File: config.mk
export PLATFORM = sky130hd
export DESIGN_NAME = univ_shift_reg
export DESIGN_NICKNAME = d
export VERILOG_FILES = /design/src/rtl/univ_shift_reg.sv
export SDC_FILE = /design/constraint.sdc
export NUM_CORES = 1
export LEC_CHECK = 0
export ABC_CLOCK_PERIOD_IN_PS = 1400
export CORE_MARGIN = 4
export CORE_UTILIZATION = 46
export CTS_BUF_LIST = sky130_fd_sc_hd__clkbuf_2 sky130_fd_sc_hd__clkbuf_4 sky130_fd_sc_hd__clkbuf_8
export CTS_CLUSTER_SIZE = 20
export DETAILED_ROUTE_END_ITERATION = 10
export HOLD_SLACK_MARGIN = 0.02
export PLACE_DENSITY_LB_ADDON = 0.08
export SLEW_MARGIN = 30
export SYNTH_ARGS = -nofsm -noshare
export SYNTH_HDL_FRONTEND = slang
export SYNTH_SLANG_ARGS = --single-unit
export TNS_END_PERCENT = 1
File: constraint.sdc
create_clock -name clk -period 1.4 [get_ports clk]
set_input_delay 0.28 -clock clk [delete_from_list [all_inputs] [get_ports clk]]
set_output_delay 0.28 -clock clk [all_outputs]
set_load 0.005 [all_outputs]
File: src/rtl/univ_shift_reg.sv
// univ_shift_reg -- WIDTH-bit universal shift register.
//   Holds, shifts, rotates, parallel-loads or sync-clears a D-flip-flop bank.
//   A saturating counter tracks shifts since the last load/clear, and
//   word_done_o pulses on the shift that completes a full word.
//
// Optional feature: define USR_ARITH_SHIFT_EN to make mode 3'b111 an
// arithmetic shift right (counts as a shift). Without it, 3'b111 holds.
//
// Ports
//   clk          rising-edge clock
//   rst          asynchronous active-high reset
//   en_i         operation enable (0 -> hold everything, word_done_o=0)
//   mode_i[2:0]  000 hold, 001 shl, 010 shr, 011 rol, 100 ror,
//                101 load, 110 clear, 111 asr/hold
//   din_i        parallel load data
//   sin_lsb_i    serial in to q[0] on shift left
//   sin_msb_i    serial in to q[WIDTH-1] on shift right
//   q_o          register contents
//   sout_msb_o   q[WIDTH-1]
//   sout_lsb_o   q[0]
//   shift_cnt_o  shifts since last load/clear, saturating at WIDTH
//   word_done_o  one-cycle pulse when shift_cnt_o reaches WIDTH
module univ_shift_reg #(
  parameter int                 WIDTH   = 8,
  parameter logic [WIDTH-1:0]   RST_VAL = '0,
  localparam int                CW      = $clog2(WIDTH+1)
) (
  input  logic             clk,
  input  logic             rst,
  input  logic             en_i,
  input  logic [2:0]       mode_i,
  input  logic [WIDTH-1:0] din_i,
  input  logic             sin_lsb_i,
  input  logic             sin_msb_i,
  output logic [WIDTH-1:0] q_o,
  output logic             sout_msb_o,
  output logic             sout_lsb_o,
  output logic [CW-1:0]    shift_cnt_o,
  output logic             word_done_o
);

  typedef enum logic [2:0] {
    M_HOLD  = 3'b000,
    M_SHL   = 3'b001,
    M_SHR   = 3'b010,
    M_ROL   = 3'b011,
    M_ROR   = 3'b100,
    M_LOAD  = 3'b101,
    M_CLEAR = 3'b110,
    M_EXT   = 3'b111
  } mode_e;

  localparam logic [CW-1:0] CNT_MAX  = CW'(WIDTH);
  localparam logic [CW-1:0] CNT_LAST = CW'(WIDTH-1);

  logic [WIDTH-1:0] q_q, q_d;
  logic [CW-1:0]    cnt_q, cnt_d;
  logic             wd_q, wd_d;
  logic             is_shift;

  always_comb begin
    q_d      = q_q;
    cnt_d    = cnt_q;
    is_shift = 1'b0;
    if (en_i) begin
      case (mode_e'(mode_i))
        M_SHL:   begin q_d = {q_q[WIDTH-2:0], sin_lsb_i};  is_shift = 1'b1; end
        M_SHR:   begin q_d = {sin_msb_i, q_q[WIDTH-1:1]};  is_shift = 1'b1; end
        M_ROL:   begin q_d = {q_q[WIDTH-2:0], q_q[WIDTH-1]}; is_shift = 1'b1; end
        M_ROR:   begin q_d = {q_q[0], q_q[WIDTH-1:1]};     is_shift = 1'b1; end
        M_LOAD:  begin q_d = din_i;   cnt_d = '0; end
        M_CLEAR: begin q_d = RST_VAL; cnt_d = '0; end
`ifdef USR_ARITH_SHIFT_EN
        M_EXT:   begin q_d = {q_q[WIDTH-1], q_q[WIDTH-1:1]}; is_shift = 1'b1; end
`else
        M_EXT:   ;
`endif
        default: ;
      endcase
    end
    // Saturating count; the pulse fires only on the step from WIDTH-1 to WIDTH,
    // so further shifts while saturated stay quiet until a load/clear re-arms.
    if (is_shift && (cnt_q != CNT_MAX)) cnt_d = cnt_q + 1'b1;
    wd_d = is_shift && (cnt_q == CNT_LAST);
  end

  always_ff @(posedge clk or posedge rst) begin
    if (rst) begin
      q_q   <= RST_VAL;
      cnt_q <= '0;
      wd_q  <= 1'b0;
    end else begin
      q_q   <= q_d;
      cnt_q <= cnt_d;
      wd_q  <= wd_d;
    end
  end

  assign q_o         = q_q;
  assign sout_msb_o  = q_q[WIDTH-1];
  assign sout_lsb_o  = q_q[0];
  assign shift_cnt_o = cnt_q;
  assign word_done_o = wd_q;

endmodule
Word level (Yosys, flattened, before mapping) --
Index checks and enable logic that the tools add are counted.
Word-level totals: register bits 13, bits of input ports 16, output and inout bits 15, logic and storage cells 27
Cells by class: add/sub/neg operators 1, eq/ne operators 8, mux-type cells 6, reductions and logical operators 9
Operators by type and width (count):
- $pmux W8 S6 | 1
- $mux W4 | 3
- $eq A3 B3 Y1 const B | 3
- $eq A3 B2 Y1 const B | 2
- $reduce_bool A6 Y1 | 1
- $add A4 B1 Y4 const B | 1
- $eq A4 B3 Y1 const B | 1
- $ne A4 B4 Y1 const B | 1
- $reduce_and A2 Y1 | 2
- $reduce_bool A2 Y1 | 2
- $reduce_or A4 Y1 | 1
- $eq A3 B1 Y1 const B | 1
- $logic_and A1 B1 Y1 | 2
- $mux W1 | 2
- $reduce_or A2 Y1 | 1

Depth between registers and ports, before layout --
Gate-level depths: netlist (run 1).
word-level depth 7, depth in mapped cells 6, depth with buffers taken out 6

Worst setup path before layout (run 1) --
No wires, ideal clock.
path kind input to register, start input mode_i[1], end register cnt_q[3], in the netlist shift_cnt_o[3], library setup time 80 ps, arrival 1226 ps, required time 1320 ps, setup slack 94 ps, cell stages on the path 5, buffers on the path 1, cell sequence buf_6 > or3_4 > and3_4 > and3_1 > nor3_2
Between the ends: word-level cells in the longest chain between the ends 7, elaborated cells between the ends (all ways) 15, classes of those cells eq/ne: 6; mux: 3; reduce/logical: 6
Ends and longest elaborated chain:
- start: declaration | line 31 | input logic [2:0] mode_i,
- $eq A3 B3 Y1, or another cell as far along | line 66 | case (mode_e'(mode_i))
- $reduce_or A4 Y1 (no source line)
- $mux W1 | line 66
- $mux W1 | line 65 | if (en_i) begin
- $logic_and A1 B1 Y1 | line 83 | if (is_shift && (cnt_q != CNT_MAX)) cnt_d = cnt_q + 1'b1;
- $reduce_bool A2 Y1 (no source line)
- $reduce_and A2 Y1 (no source line)
- end signal: assignment | line 94 | cnt_q <= cnt_d;
- end: declaration | line 57 | logic [CW-1:0] cnt_q, cnt_d;
Several ways; a longest one is shown, not always the timed one. A chain may end at the register's enable or synchronous reset.

Worst setup path after layout (run 1) --
start input mode_i[2], end register q_q[3], in the netlist q_o[3]
Between the ends: word-level cells in the longest chain between the ends 3, elaborated cells between the ends (all ways) 9, classes of those cells eq/ne: 6; mux: 1; reduce/logical: 2
Ends and longest elaborated chain:
- $eq A3 B3 Y1, or another cell as far along | line 66
- $reduce_bool A6 Y1 (no source line)
- $reduce_and A2 Y1 (no source line)
- end signal: assignment | line 93 | q_q <= q_d;
- end: declaration | line 56 | logic [WIDTH-1:0] q_q, q_d;
Several ways; a longest one is shown, not always the timed one.

==> impl_metrics.toml, run 1 <==
[global_routing]
grt_pass1_wl_um = 4110
grt.total_usage = 0.199
overflow = 0
antenna_found_initial = 0
grt_max_degree = 19
grt_pass1_vias = 940

[power]
p_clk_frac = 0.194
power_density_mw_per_mm2 = 988
ir_drop_uv = 814
power_mw = 1.33
p_leak_nw = 0.634
p_switching_mw = 0.448
comb_power_share = 0.397
power.internal_mw = 0.884
sw_frac_of_total = 0.336
seq_power_share = 0.409

[placement]
dp_cells = 174
gp_congestion = 0.808
dp_hpwl_um = 1870
placed_area_mm2 = 0.00133
pre_cts_slack_ns = -0.443
io_buffers = 30

[layout]
layout.cells.non_filler = 178
drive_above_1_share = 0.172
insertedDiodeCount = 0
final_cell_mix = "17 x dlygate4sd2_1, 16 x buf_4, 13 x dfrtp_1"
finish.utilization = 0.695
fin_nets = 170
fillers = 187
syn_to_final_growth_pct = 43.9
final_common_cell = "dlygate4sd2_1"
design_area_mm2 = 0.00135

[setup_path]
rr_startpoint = "shift_cnt_o[1]$_DFFE_PP0P_"
critical_path_arrival_ns = 1.46
critPathCaptureType = "flop"
critPathBufInv = 2
critPathKind = "primary input to flop"
required_ns = 1.57
path_delay_family = "buffers and inverters"
startpoint_type = "primary input"
r2r_setup_slack_ns = 0.14
cp_max_fo = 7
cp_cell_sequence = "dlygate4sd2_1 > buf_4 > nand2b_1 > o22ai_1 > a21boi_0 > o22a_1"
cp_slowest_cell = "dlygate4sd2_1"
cpPeakStageDelay_ns = 0.32
r2r_cells = 6
worst-path-stages = 6
r2r_end = "shift_cnt_o[1]$_DFFE_PP0P_"

[clock_tree]
cts_resized = 17
numCtsBuffers = 3
cts_tree = "done"
htreeDepth = 1
cts.sinks = 13
cts_setup_buffers = 0
clockBufferDepth = 2
holdBufCountCts = 0
clkLatencyLatePin_ns = 0.28
cts.reportedPaths.clkPinSlew_ns = 0.08
clockRootBuffer = "clkbuf_4"

[timing]
slew_viol_final = 0
relSlewSlack = 0.804
timing.hold.ws_ns = 0.289
finClkSkew_ns = 0.00116
hold_violations = 0
setup_tns_ns = 0
rsz0062_at_grt = "yes"
setup_viol = 0
worstMarginPinSlew_ns = 0.295
period_share = 0.923
fmax_mhz = 774
min_period_ns = 1.29
setup_ws_ns = 0.108

[routing]
drc = 0
vias = 975
drt_iter0_markers = 13
wire_per_inst_um = 13.6
drt_wl_total_um = 2410
ant_nets = 0
vias_per_cell = 5.48
firstDrtPassIters = 4

[min_path]
hold_path.class = "primary input to async pin"

[floorplanning]
ios = 31
num_rows = 16
initial_core_util = 0.483
dieArea_mm2 = 0.00282
die_w_um = 53.1
die_height_um = 53.1
coreArea_mm2 = 0.00194

[synthesis]
synth_area_um2 = 937
synth_ff_type = "dfrtp_1"
synthCells = 112
seq_area_frac_synth = 0.347
async_flop_share = 1.00
yosys_register_bits = 13
syn_nets = 130
ys_warn_count = 0
synth_edf_count = 0
avgSynthCellArea_um2 = 8.37
synth.distinct_cells = 38

[run]
cap_violations = 0

[outcome]
run_status = "finished, final reports clean"
==> flip-flops by register name (all words and copies together) (netlist names) <==
register and cells:
shift_cnt_o 4, word_done_o 1, q_o 8
==> worst max path at each step <==
stage	start	end	slack, ns
6_report	mode_i[2]	q_o[3]$_DFFE_PP0P_	0.11
4_1_cts	word_done_o$_DFF_PP0_	word_done_o	0.009
2_1_floorplan	mode_i[1]	shift_cnt_o[3]$_DFFE_PP0P_	0.09
5_1_grt	mode_i[2]	q_o[7]$_DFFE_PP0P_	-0.006
3_3_place_gp	mode_i[2]	q_o[2]$_DFFE_PP0P_	-0.40
3_5_place_dp	mode_i[1]	q_o[6]$_DFFE_PP0P_	-0.44
==> kinds of logic after synthesis <==
kind of cell	Yosys count	synth area share
AO/OA/AOI/OAI	39	0.280
adder cells (fa/ha/maj)	2	0.0267
AND/OR/NAND/NOR	39	0.231
multiplexers	2	0.0214
flip-flops	13	0.347
XOR/XNOR	1	0.00935
buffers and inverters	16	0.0841
==> layer usage <==
metal / GRT usage / routed length [um]
met5: 0 / 0
met4: 0.0511 / 34
met3: 0.0592 / 117
met1: 0.225 / 991
met2: 0.362 / 1270
==> cell type report <==
| cell class | count | area, um^2 | share of cell area |
|---|---|---|---|
| multi-input cells | 83 | 539 | 0.400 |
| repair buffers | 46 | 402 | 0.298 |
| flip-flops and latches | 13 | 325 | 0.241 |
| well taps | 27 | 33.8 | 0.0250 |
| clock buffers | 4 | 30.0 | 0.0223 |
| inverters | 5 | 18.8 | 0.0139 |
==> worst min-delay path, stage by stage <==
cell and delay (ns):
clkdlybuf4s50_1 0.40, inv_1 0.05, buf_4 0.21
==> synth_stat cells, types with 2 or more instances <==
master	n	area share
buf_2	3	0.016
o21a_1	3	0.024
nor3_1	3	0.016
and3_1	4	0.027
nand3b_1	2	0.016
a21oi_1	4	0.021
nor3b_1	2	0.016
o221ai_1	3	0.028
a211oi_1	2	0.016
o22ai_1	2	0.013
clkbuf_1	4	0.016
mux2i_1	2	0.021
nor2_1	5	0.020
ha_1	2	0.027
dfrtp_1	13	0.35
nand2_1	10	0.040
inv_1	5	0.020
o21ai_0	10	0.053
buf_4	2	0.016
a21boi_0	3	0.024
o22a_1	2	0.019
o211ai_1	4	0.032
nand3_1	6	0.032
a31oi_1	2	0.013
==> power by group through the flow <==
stage               logic, mW  registers [mW]  clock network (mW)
detailed placement      0.596           0.556                   0
floorplan               0.266           0.557                   0
CTS                     0.533           0.546               0.269
global route            0.596           0.562               0.284
global placement        0.588           0.550                   0
finish                  0.529           0.545               0.258
(Power assumes the default switching activity.)
==> run 2, diff against run 1 <==
--- a/config.mk
+++ b/config.mk
@@ -9,6 +9,7 @@
 export CORE_MARGIN = 4
 export CORE_UTILIZATION = 46
 export CTS_BUF_LIST = sky130_fd_sc_hd__clkbuf_2 sky130_fd_sc_hd__clkbuf_4 sky130_fd_sc_hd__clkbuf_8
+export CTS_CLUSTER_DIAMETER = 40
 export CTS_CLUSTER_SIZE = 20
 export DETAILED_ROUTE_END_ITERATION = 10
 export HOLD_SLACK_MARGIN = 0.02
==> results of run 2 <==
No change in the layout: final DEF, timing and power equal those of run 1.
==> run 3, diff against run 2 <==
--- a/config.mk
+++ b/config.mk
@@ -6,10 +6,10 @@
 export NUM_CORES = 1
 export LEC_CHECK = 0
 export ABC_CLOCK_PERIOD_IN_PS = 1400
-export CORE_MARGIN = 4
+export CORE_MARGIN = 1
 export CORE_UTILIZATION = 46
 export CTS_BUF_LIST = sky130_fd_sc_hd__clkbuf_2 sky130_fd_sc_hd__clkbuf_4 sky130_fd_sc_hd__clkbuf_8
-export CTS_CLUSTER_DIAMETER = 40
+export CTS_CLUSTER_DIAMETER = 80
 export CTS_CLUSTER_SIZE = 20
 export DETAILED_ROUTE_END_ITERATION = 10
 export HOLD_SLACK_MARGIN = 0.02
==> impl_metrics.toml, run 3 (same netlist as run 1, synthesis figures left out) <==
[timing]
finClkSkew_ns = 0.00380
rsz0062_at_grt = "yes"
worstMarginPinSlew_ns = 0.267
period_share = 0.969
hold_violations = 0
slew_viol_final = 0
min_period_ns = 1.36
relSlewSlack = 0.822
fmax_mhz = 737
setup_viol = 0
timing.hold.ws_ns = 0.282
setup_ws_ns = 0.0430

[power]
sw_frac_of_total = 0.345
power_density_mw_per_mm2 = 991
p_switching_mw = 0.467
comb_power_share = 0.398
p_clk_frac = 0.200
p_leak_nw = 0.646
power.internal_mw = 0.887
ir_drop_uv = 614
seq_power_share = 0.402
power_mw = 1.35

[layout]
final_cell_mix = "18 x buf_4, 17 x dlygate4sd2_1, 13 x dfrtp_1"
drive_above_1_share = 0.190
final_common_cell = "buf_4"
insertedDiodeCount = 0
fillers = 150
largest_reg_flops = 8
fin_nets = 172
syn_to_final_growth_pct = 45.8

[clock_tree]
cts.reportedPaths.clkPinSlew_ns = 0.09
htreeDepth = 1
cts_tree = "done"
clockBufferDepth = 2
clockRootBuffer = "clkbuf_4"
holdBufCountCts = 0
cts.sinks = 13
clkLatencyLatePin_ns = 0.29
numCtsBuffers = 3

[setup_path]
critPathKind = "flop to primary output"
cp_cell_sequence = "buf_4 > dlygate4sd2_1"
path_delay_family = "buffers and inverters"
critical_path_arrival_ns = 1.08
r2r_setup_slack_ns = 0.09
critPathBufInv = 2
cp_slowest_cell = "dfrtp_1"
r2r_end = "shift_cnt_o[1]$_DFFE_PP0P_"
cpPeakStageDelay_ns = 0.38
r2r_cells = 6
worst-path-stages = 2
startpoint_type = "flop"
cp_max_fo = 4
required_ns = 1.12
critPathCaptureType = "primary output"
rr_startpoint = "shift_cnt_o[1]$_DFFE_PP0P_"

[placement]
io_buffers = 30
gp_congestion = 0.839
pre_cts_slack_ns = -0.428
dp_hpwl_um = 1780

[min_path]
hold_path.class = "primary input to async pin"

[global_routing]
grt.total_usage = 0.263
grt_pass1_wl_um = 4040
antenna_found_initial = 0
grt_busiest_layer = "met2"
grt_use_met2 = 0.408
gr-usage-met3 = 0.0500
overflow = 0
grt_pass1_vias = 908
grt_max_degree = 20
grtUsageMet1 = 0.367

[routing]
drc = 0
ant_nets = 0
vias = 1005
vias_per_cell = 5.65
drt_iter0_markers = 32
drt_wl_total_um = 2490
firstDrtPassIters = 4
wire_per_inst_um = 14.0

[floorplanning]
ios = 31
initial_core_util = 0.515
num_rows = 15
die_height_um = 47.1
die_w_um = 47.1
coreArea_mm2 = 0.00182
dieArea_mm2 = 0.00222

[outcome]
run_status = "finished, final reports clean"

[run]
cap_violations = 0
## run 3: changes by cell type in the layout (fill, tap and decap cells not counted), sizes merged
| cell | before | now |
|---|---|---|
| buf | 16 | 18 |
## run 3: worst reg2reg max path, delay by kind of cell, from the launching register on
kind,cells,cell delay [ns]
AO/OA/AOI/OAI,2,0.26
adder cells (fa/ha/maj),1,0.19
buffers and inverters,1,0.07
flip-flops,1,0.39
AND/OR/NAND/NOR,2,0.28
## run 3: final cells by class
class | instances | area (um^2) | area share
Sequential cell | 13 | 325 | 0.238
Inverter | 5 | 18.8 | 0.0137
Tap cell | 25 | 31.3 | 0.0229
Multi-Input combinational cell | 83 | 544 | 0.398
Timing Repair Buffer | 48 | 417 | 0.305
Clock buffer | 4 | 30.0 | 0.0220
## run 3: how the worst max path moves through the flow
stage	end	startpoint	slack (ns)
floorplan	shift_cnt_o[3]$_DFFE_PP0P_	mode_i[1]	0.09
global placement	q_o[2]$_DFFE_PP0P_	mode_i[1]	-0.40
detailed placement	shift_cnt_o[3]$_DFFE_PP0P_	mode_i[1]	-0.43
CTS	word_done_o	word_done_o$_DFF_PP0_	0.02
global route	shift_cnt_o[0]	shift_cnt_o[0]$_DFFE_PP0P_	0.009
finish	shift_cnt_o[0]	shift_cnt_o[0]$_DFFE_PP0P_	0.04
## run 3: power by group through the flow
stage          sequential (mW)  combinational [mW]  clock (mW)
6_report                 0.544               0.540       0.270
5_1_grt                  0.561               0.597       0.281
4_1_cts                  0.546               0.536       0.266
3_5_place_dp             0.555               0.597           0
3_3_place_gp             0.548               0.585           0
2_1_floorplan            0.557               0.266           0
## run 3: stage by stage
stage | cells | utilization | TNS, ns | area, um^2
global placement | 174 | 0.738 | -4.50 | 1340
CTS | 178 | 0.743 | 0 | 1350
floorplan | 112 | - | 0 | 937
finish | 178 | 0.751 | 0 | 1370
global route | 178 | 0.751 | 0 | 1370
detailed placement | 174 | 0.738 | -4.97 | 1340
## run 3: routing by layer
metal	up-vias	part of all wire
met3	3	0.073
met4	0	0.0085
met2	43	0.44
li1	496	-
met1	463	0.47
met5	-	0
## run 3: what timing repair did
item,in CTS,in global routing
buffers inserted,0,0
gates resized for setup,17,5
pin swaps,0,1
endpoints found under the setup margin,26,4
==> RTL change 1: new RTL, config.mk and constraints of run 3 <==
Put a register stage on the outputs `sout_msb_o` and `sout_lsb_o`, with the module's reset. The values now appear one clock later. The other outputs are not delayed to match.
--- a/src/rtl/univ_shift_reg.sv
+++ b/src/rtl/univ_shift_reg.sv
@@ -97,8 +97,15 @@
   end
 
   assign q_o         = q_q;
-  assign sout_msb_o  = q_q[WIDTH-1];
-  assign sout_lsb_o  = q_q[0];
+  always_ff @(posedge clk or posedge rst) begin
+    if (rst) begin
+      sout_msb_o <= '0;
+      sout_lsb_o <= '0;
+    end else begin
+      sout_msb_o <= q_q[WIDTH-1];
+      sout_lsb_o <= q_q[0];
+    end
+  end
   assign shift_cnt_o = cnt_q;
   assign word_done_o = wd_q;
 
Behaviour: not the same (a bounded check fails within 4 cycles, from zero or initial values and one cycle with rst high).
==> RTL change 1 against run 3 <==
- the run now ends with negative setup slack left
- cell area is 3.9% higher
- power is 1.6% higher
- sequential cell count is 2 higher
- maximum frequency is 3.6% lower
- area after synthesis is 1.7% lower
- setup slack worse by 0.051 ns
- count of clock-buffer cells in the layout stayed put
- worst hold slack worse by 0.0042 ns
- clock power is 3% higher
- wire length is 2.1% higher
- combinational power is 3% lower
- global-route usage is 1.5 points lower
- critical path type is now reg2reg
- largest power group unchanged
==> RTL change 1: results <==
export IMPL_status="finished, violations left"
export IMPL_violations="negative setup slack"
export IMPL_drive_above_1_share_pct=23.1
export IMPL_arrival_ns=1.59
export IMPL_clockBufferDepth=2
export IMPL_grt_max_degree=16
export IMPL_setup_ws_ns=-0.00799
export IMPL_synth_nets=113
export IMPL_ir_drop_mv=0.701
export IMPL_antenna_found_initial=0
export IMPL_min_path_type="in2async"
export IMPL_n_antenna_cell=0
export IMPL_crit_start="shift_cnt_o[0]$_DFFE_PP0P_"
export IMPL_io_buffers=30
export IMPL_async_flop_share_pct=100
export IMPL_p_leak_nw=0.723
export IMPL_cp_max_fo=4
export IMPL_wl_um=2540
export IMPL_initialDrtViolationCount=44
export IMPL_synth_sequential_area_ratio_pct=40.8
export IMPL_instances_no_fill=168
export IMPL_skew_ns=0.00694
export IMPL_grt_first_pass_wirelength_um=3840
export IMPL_tightest_slew_ns=0.418
export IMPL_routed_via_density=5.67
export IMPL_ys_warn_count=0
export IMPL_cts_root_buf="clkbuf_4"
export IMPL_dr_pass1_iters=4
export IMPL_cts_buffers=3
export IMPL_place_ws_ns=-0.481
export IMPL_synthesis_area_per_instance_um2=9.69
export IMPL_path_clk_slew_ns=0.10
export IMPL_nNetsFinal=162
export IMPL_fillers=135
export IMPL_place_gp_congestion=0.809
export IMPL_slowest_delay_ns=0.36
export IMPL_largest_reg_flops=8
export IMPL_htreeDepth=1
export IMPL_grt_use_total_pct=24.7
export IMPL_grt_pass1_vias=854
export IMPL_finalSetupViolCount=1
export IMPL_ys_flop_type="dfrtp_1"
export IMPL_synth_area_leaders="dfrtp_1 41%, a22o_1 6.7%, a222oi_1 6.5%"
export IMPL_synth_cell_types=32
export IMPL_slowest_stage="dfrtp_1"
export IMPL_synth_top_cells_by_count="15 x dfrtp_1, 11 x nand2_1, 7 x a22o_1, 7 x inv_1"
export IMPL_place_hpwl_um=1850
export IMPL_worst_skew_pair_late_latency_ns=0.29
-- RTL change 1: changes by cell type after synthesis, sizes merged, moves of 3 or more --
cell and delta:
a22o +7, a222oi +6, and3 -5, clkbuf -4, o211ai -4, a21boi -3
o21a -3
-- RTL change 1: critical path: cells and delay by family (launching register included) --
family | cells | cell delay [ns]
adders and majority gates | 1 | 0.19
buffers and inverters | 1 | 0.05
and+or+nand+nor | 1 | 0.10
AOI/OAI and AO/OA | 3 | 0.60
DFF | 1 | 0.36
-- RTL change 1: where the power goes --
| part | switching [W] | leakage [nW] | total [W] | internal [W] |
|---|---|---|---|---|
| clock | 0.000147 | 0.0184 | 0.000277 | 0.000130 |
| sequential | 0.0000688 | 0.193 | 0.000575 | 0.000506 |
| combinational | 0.000229 | 0.512 | 0.000524 | 0.000295 |
| total | 0.000445 | 0.723 | 0.00138 | 0.000932 |
-- RTL change 1: per-layer routing --
layer	vias up	wire (um)	track usage, %
met2	27	1220	40.0
li1	459	-	-
met4	0	26	6.86
met5	-	0	0
met3	5	113	4.23
met1	462	1180	34.2
-- RTL change 1: layout make-up --
cell class | instances | share of cell area (%)
flip-flops and latches | 15 | 26.5
inverters | 7 | 1.85
clock buffers | 4 | 2.11
multi-input cells | 68 | 36.7
repair buffers | 49 | 30.7
well taps | 25 | 2.20
-- RTL change 1: repair_timing --
action                                  4_1_cts  5_1_grt
endpoints found under the setup margin       24        9
pin swaps                                     4        4
gates resized for setup                      20        5
setup buffers                                 0        1
-- RTL change 1: cells by family (layout without fill, tap and decap cells) --
kind of cell | Yosys count | in the layout | share of synthesized area [%]
compound gates | 33 | 33 | 27.0
fa+ha+maj | 3 | 3 | 3.80
buf+inv | 12 | 60 | 6.11
flops | 15 | 15 | 40.8
mux | 1 | 1 | 1.22
simple gates | 31 | 31 | 21.1
-- RTL change 1: per-stage QoR --
step	instance area (um^2)	setup TNS [ns]
after global placement	1370	-4.48
after floorplan	930	-0.00695
after detailed placement	1370	-5.17
after global routing	1420	-0.235
after CTS	1390	-0.120
final	1420	-0.00799
-- RTL change 1: final timing paths --
| kind | to | slack (ns) | cells after the start |
|---|---|---|---|
| max in group asynchronous | shift_cnt_o[3]$_DFFE_PP0P_ | 0.93 | 3 |
| setup reg to reg | shift_cnt_o[3]$_DFFE_PP0P_ | -0.008 | 6 |
| min in group clk | sout_msb_o$_DFF_PP0_ | 0.50 | 1 |
| hold / removal | q_o[0]$_DFFE_PP0P_ | 0.28 | 3 |
| hold reg to reg | sout_msb_o$_DFF_PP0_ | 0.50 | 1 |
| setup / recovery | shift_cnt_o[3]$_DFFE_PP0P_ | -0.008 | 6 |
==> RTL change 2: new RTL, config.mk and constraints of run 3 <==
Made on the original files. Add a define of `USR_ARITH_SHIFT_EN`.
--- a/src/rtl/univ_shift_reg.sv
+++ b/src/rtl/univ_shift_reg.sv
@@ -20,6 +20,8 @@
 //   sout_lsb_o   q[0]
 //   shift_cnt_o  shifts since last load/clear, saturating at WIDTH
 //   word_done_o  one-cycle pulse when shift_cnt_o reaches WIDTH
+`define USR_ARITH_SHIFT_EN
+
 module univ_shift_reg #(
   parameter int                 WIDTH   = 8,
   parameter logic [WIDTH-1:0]   RST_VAL = '0,
Check against the original RTL: not equivalent (a bounded check fails within 4 cycles, from zero or initial values and one cycle with rst high).
==> RTL change 2 against run 3 <==
- the run now ends with negative setup slack left
- cell area up 2.3%
- power down 0.21%
- setup slack worse by 0.090 ns
- sequential cell count unchanged
- register-to-register slack worse by 0.10 ns
- clock skew up 0.0023 ns
- wire length down 4.9%
- first-iteration DRC count down 28%
- area after synthesis up 2.8%
==> RTL change 2: results <==
export IMPL_status="finished, violations left"
export IMPL_violations="negative setup slack"
export IMPL_synth_area_leaders="dfrtp_1 34%, a221oi_2 9.4%, a21oi_1 7.8%"
export IMPL_io_buffers=30
export IMPL_wl_um=2360
export IMPL_synth_nets=119
export IMPL_fillers=163
export IMPL_clockBufferDepth=2
export IMPL_nNetsFinal=160
export IMPL_ys_warn_count=0
export IMPL_worst_skew_pair_late_latency_ns=0.28
export IMPL_async_flop_share_pct=100
export IMPL_finalSetupViolCount=3
export IMPL_ir_drop_mv=0.731
export IMPL_grt_first_pass_wirelength_um=3390
export IMPL_cts_buffers=3
export IMPL_grt_pass1_vias=767
export IMPL_syn_inst=101
export IMPL_n_antenna_cell=0
export IMPL_final_setup_tns_ns=-0.0707
export IMPL_htreeDepth=1
export IMPL_setup_ws_ns=-0.0475
export IMPL_largest_reg_flops=8
export IMPL_swShare_pct=33.7
export IMPL_arrival_ns=1.62
export IMPL_detailroute_via_count=908
export IMPL_p_leak_nw=0.652
export IMPL_skew_ns=0.00615
export IMPL_tightest_slew_ns=0.353
export IMPL_path_clk_slew_ns=0.09
export IMPL_dr_pass1_iters=4
export IMPL_drive_above_1_share_pct=27.7
export IMPL_cp_max_fo=4
export IMPL_grt_use_total_pct=21.3
export IMPL_place_area_um2=1340
export IMPL_place_gp_congestion=0.779
export IMPL_synth_sequential_area_ratio_pct=33.8
export IMPL_reg2reg_slack_ns=-0.01
export IMPL_place_hpwl_um=1690
export IMPL_synth_top_cells_by_count="15 x a21oi_1, 13 x dfrtp_1, 10 x nand2_1, 8 x nor2_1, 6 x a221oi_2"
export IMPL_instances_no_fill=168
export IMPL_grt_max_degree=14
export IMPL_initialDrtViolationCount=23
export IMPL_antenna_found_initial=0
export IMPL_synth_cell_types=36
## RTL change 2: cell types whose count changed after synthesis, sizes merged, moves of 3 or more
cell	run 3	this run
o221ai	3	0
o211ai	4	0
nand3	6	2
o21ai	10	0
a221oi	0	6
nor2	5	8
a21oi	4	15
o21a	3	0
and3	5	0
## RTL change 2: repair_timing
action | CTS | global route
pin swaps | 0 | 3
setup buffers | 1 | 0
setup endpoints to repair | 26 | 6
hold buffers | 0 | 0
resized for setup | 22 | 6
## RTL change 2: cell families after synthesis
logic type,after synthesis,share of synthesized area (%)
compound gates,36,30.3
xor+xnor,1,2.86
fa+ha+maj,2,2.60
buf+inv,15,10.0
flops,13,33.8
mux,3,4.55
simple gates,31,16.0
## RTL change 2: path summary, 6_finish.rpt
kind,from,end,cells past startpoint
min in group clk,shift_cnt_o[3]$_DFFE_PP0P_,word_done_o$_DFF_PP0_,1
worst min-delay path,rst,q_o[2]$_DFFE_PP0P_,3
worst max-delay path,en_i,shift_cnt_o[3]$_DFFE_PP0P_,5
worst max register to register,shift_cnt_o[2]$_DFFE_PP0P_,shift_cnt_o[3]$_DFFE_PP0P_,5
max in group asynchronous,rst,shift_cnt_o[3]$_DFFE_PP0P_,3
worst min register to register,shift_cnt_o[3]$_DFFE_PP0P_,word_done_o$_DFF_PP0_,1
## RTL change 2: per-stage QoR
| stage | worst slack (ns) | hold slack [ns] | util (%) |
|---|---|---|---|
| floorplan | -0.0536 | 0.157 | - |
| global placement | -0.455 | 0.514 | 68.1 |
| detailed placement | -0.510 | 0.535 | 68.1 |
| CTS | -0.0554 | 0.280 | 70.2 |
| global route | -0.0958 | 0.322 | 71.2 |
| finish | -0.0475 | 0.282 | 71.2 |
## RTL change 2: worst max-delay path, cell delays in order
cell and delay (ns):
clkdlybuf4s50_1 0.58, and2_1 0.19, a31oi_2 0.05, o21bai_4 0.20, a221o_1 0.32
## RTL change 2: cell type report
class / count / area, um^2 / share of cell area [%]
inverters: 4 / 15.0 / 1.07
well taps: 27 / 33.8 / 2.42
multi-input cells: 73 / 577 / 41.3
repair buffers: 47 / 417 / 29.8
clock buffers: 4 / 30.0 / 2.15
flip-flops and latches: 13 / 325 / 23.3
## RTL change 2: power by group through the flow
stage                     clock network (W)  registers (W)  logic [W]
after floorplan                           0       0.000525   0.000276
after global placement                    0       0.000514   0.000572
after detailed placement                  0       0.000517   0.000578
after CTS                          0.000277       0.000506   0.000548
after global routing               0.000291       0.000523   0.000627
final                              0.000270       0.000511   0.000570
## RTL change 2: per-layer routing
layer / wire [um] / vias up / GRT usage (%)
met3: 138 / 4 / 2.64
li1: - / 442 / -
met1: 1130 / 427 / 30.7
met4: 12 / 0 / 7.22
met2: 1080 / 35 / 33.0
met5: 0 / - / 0
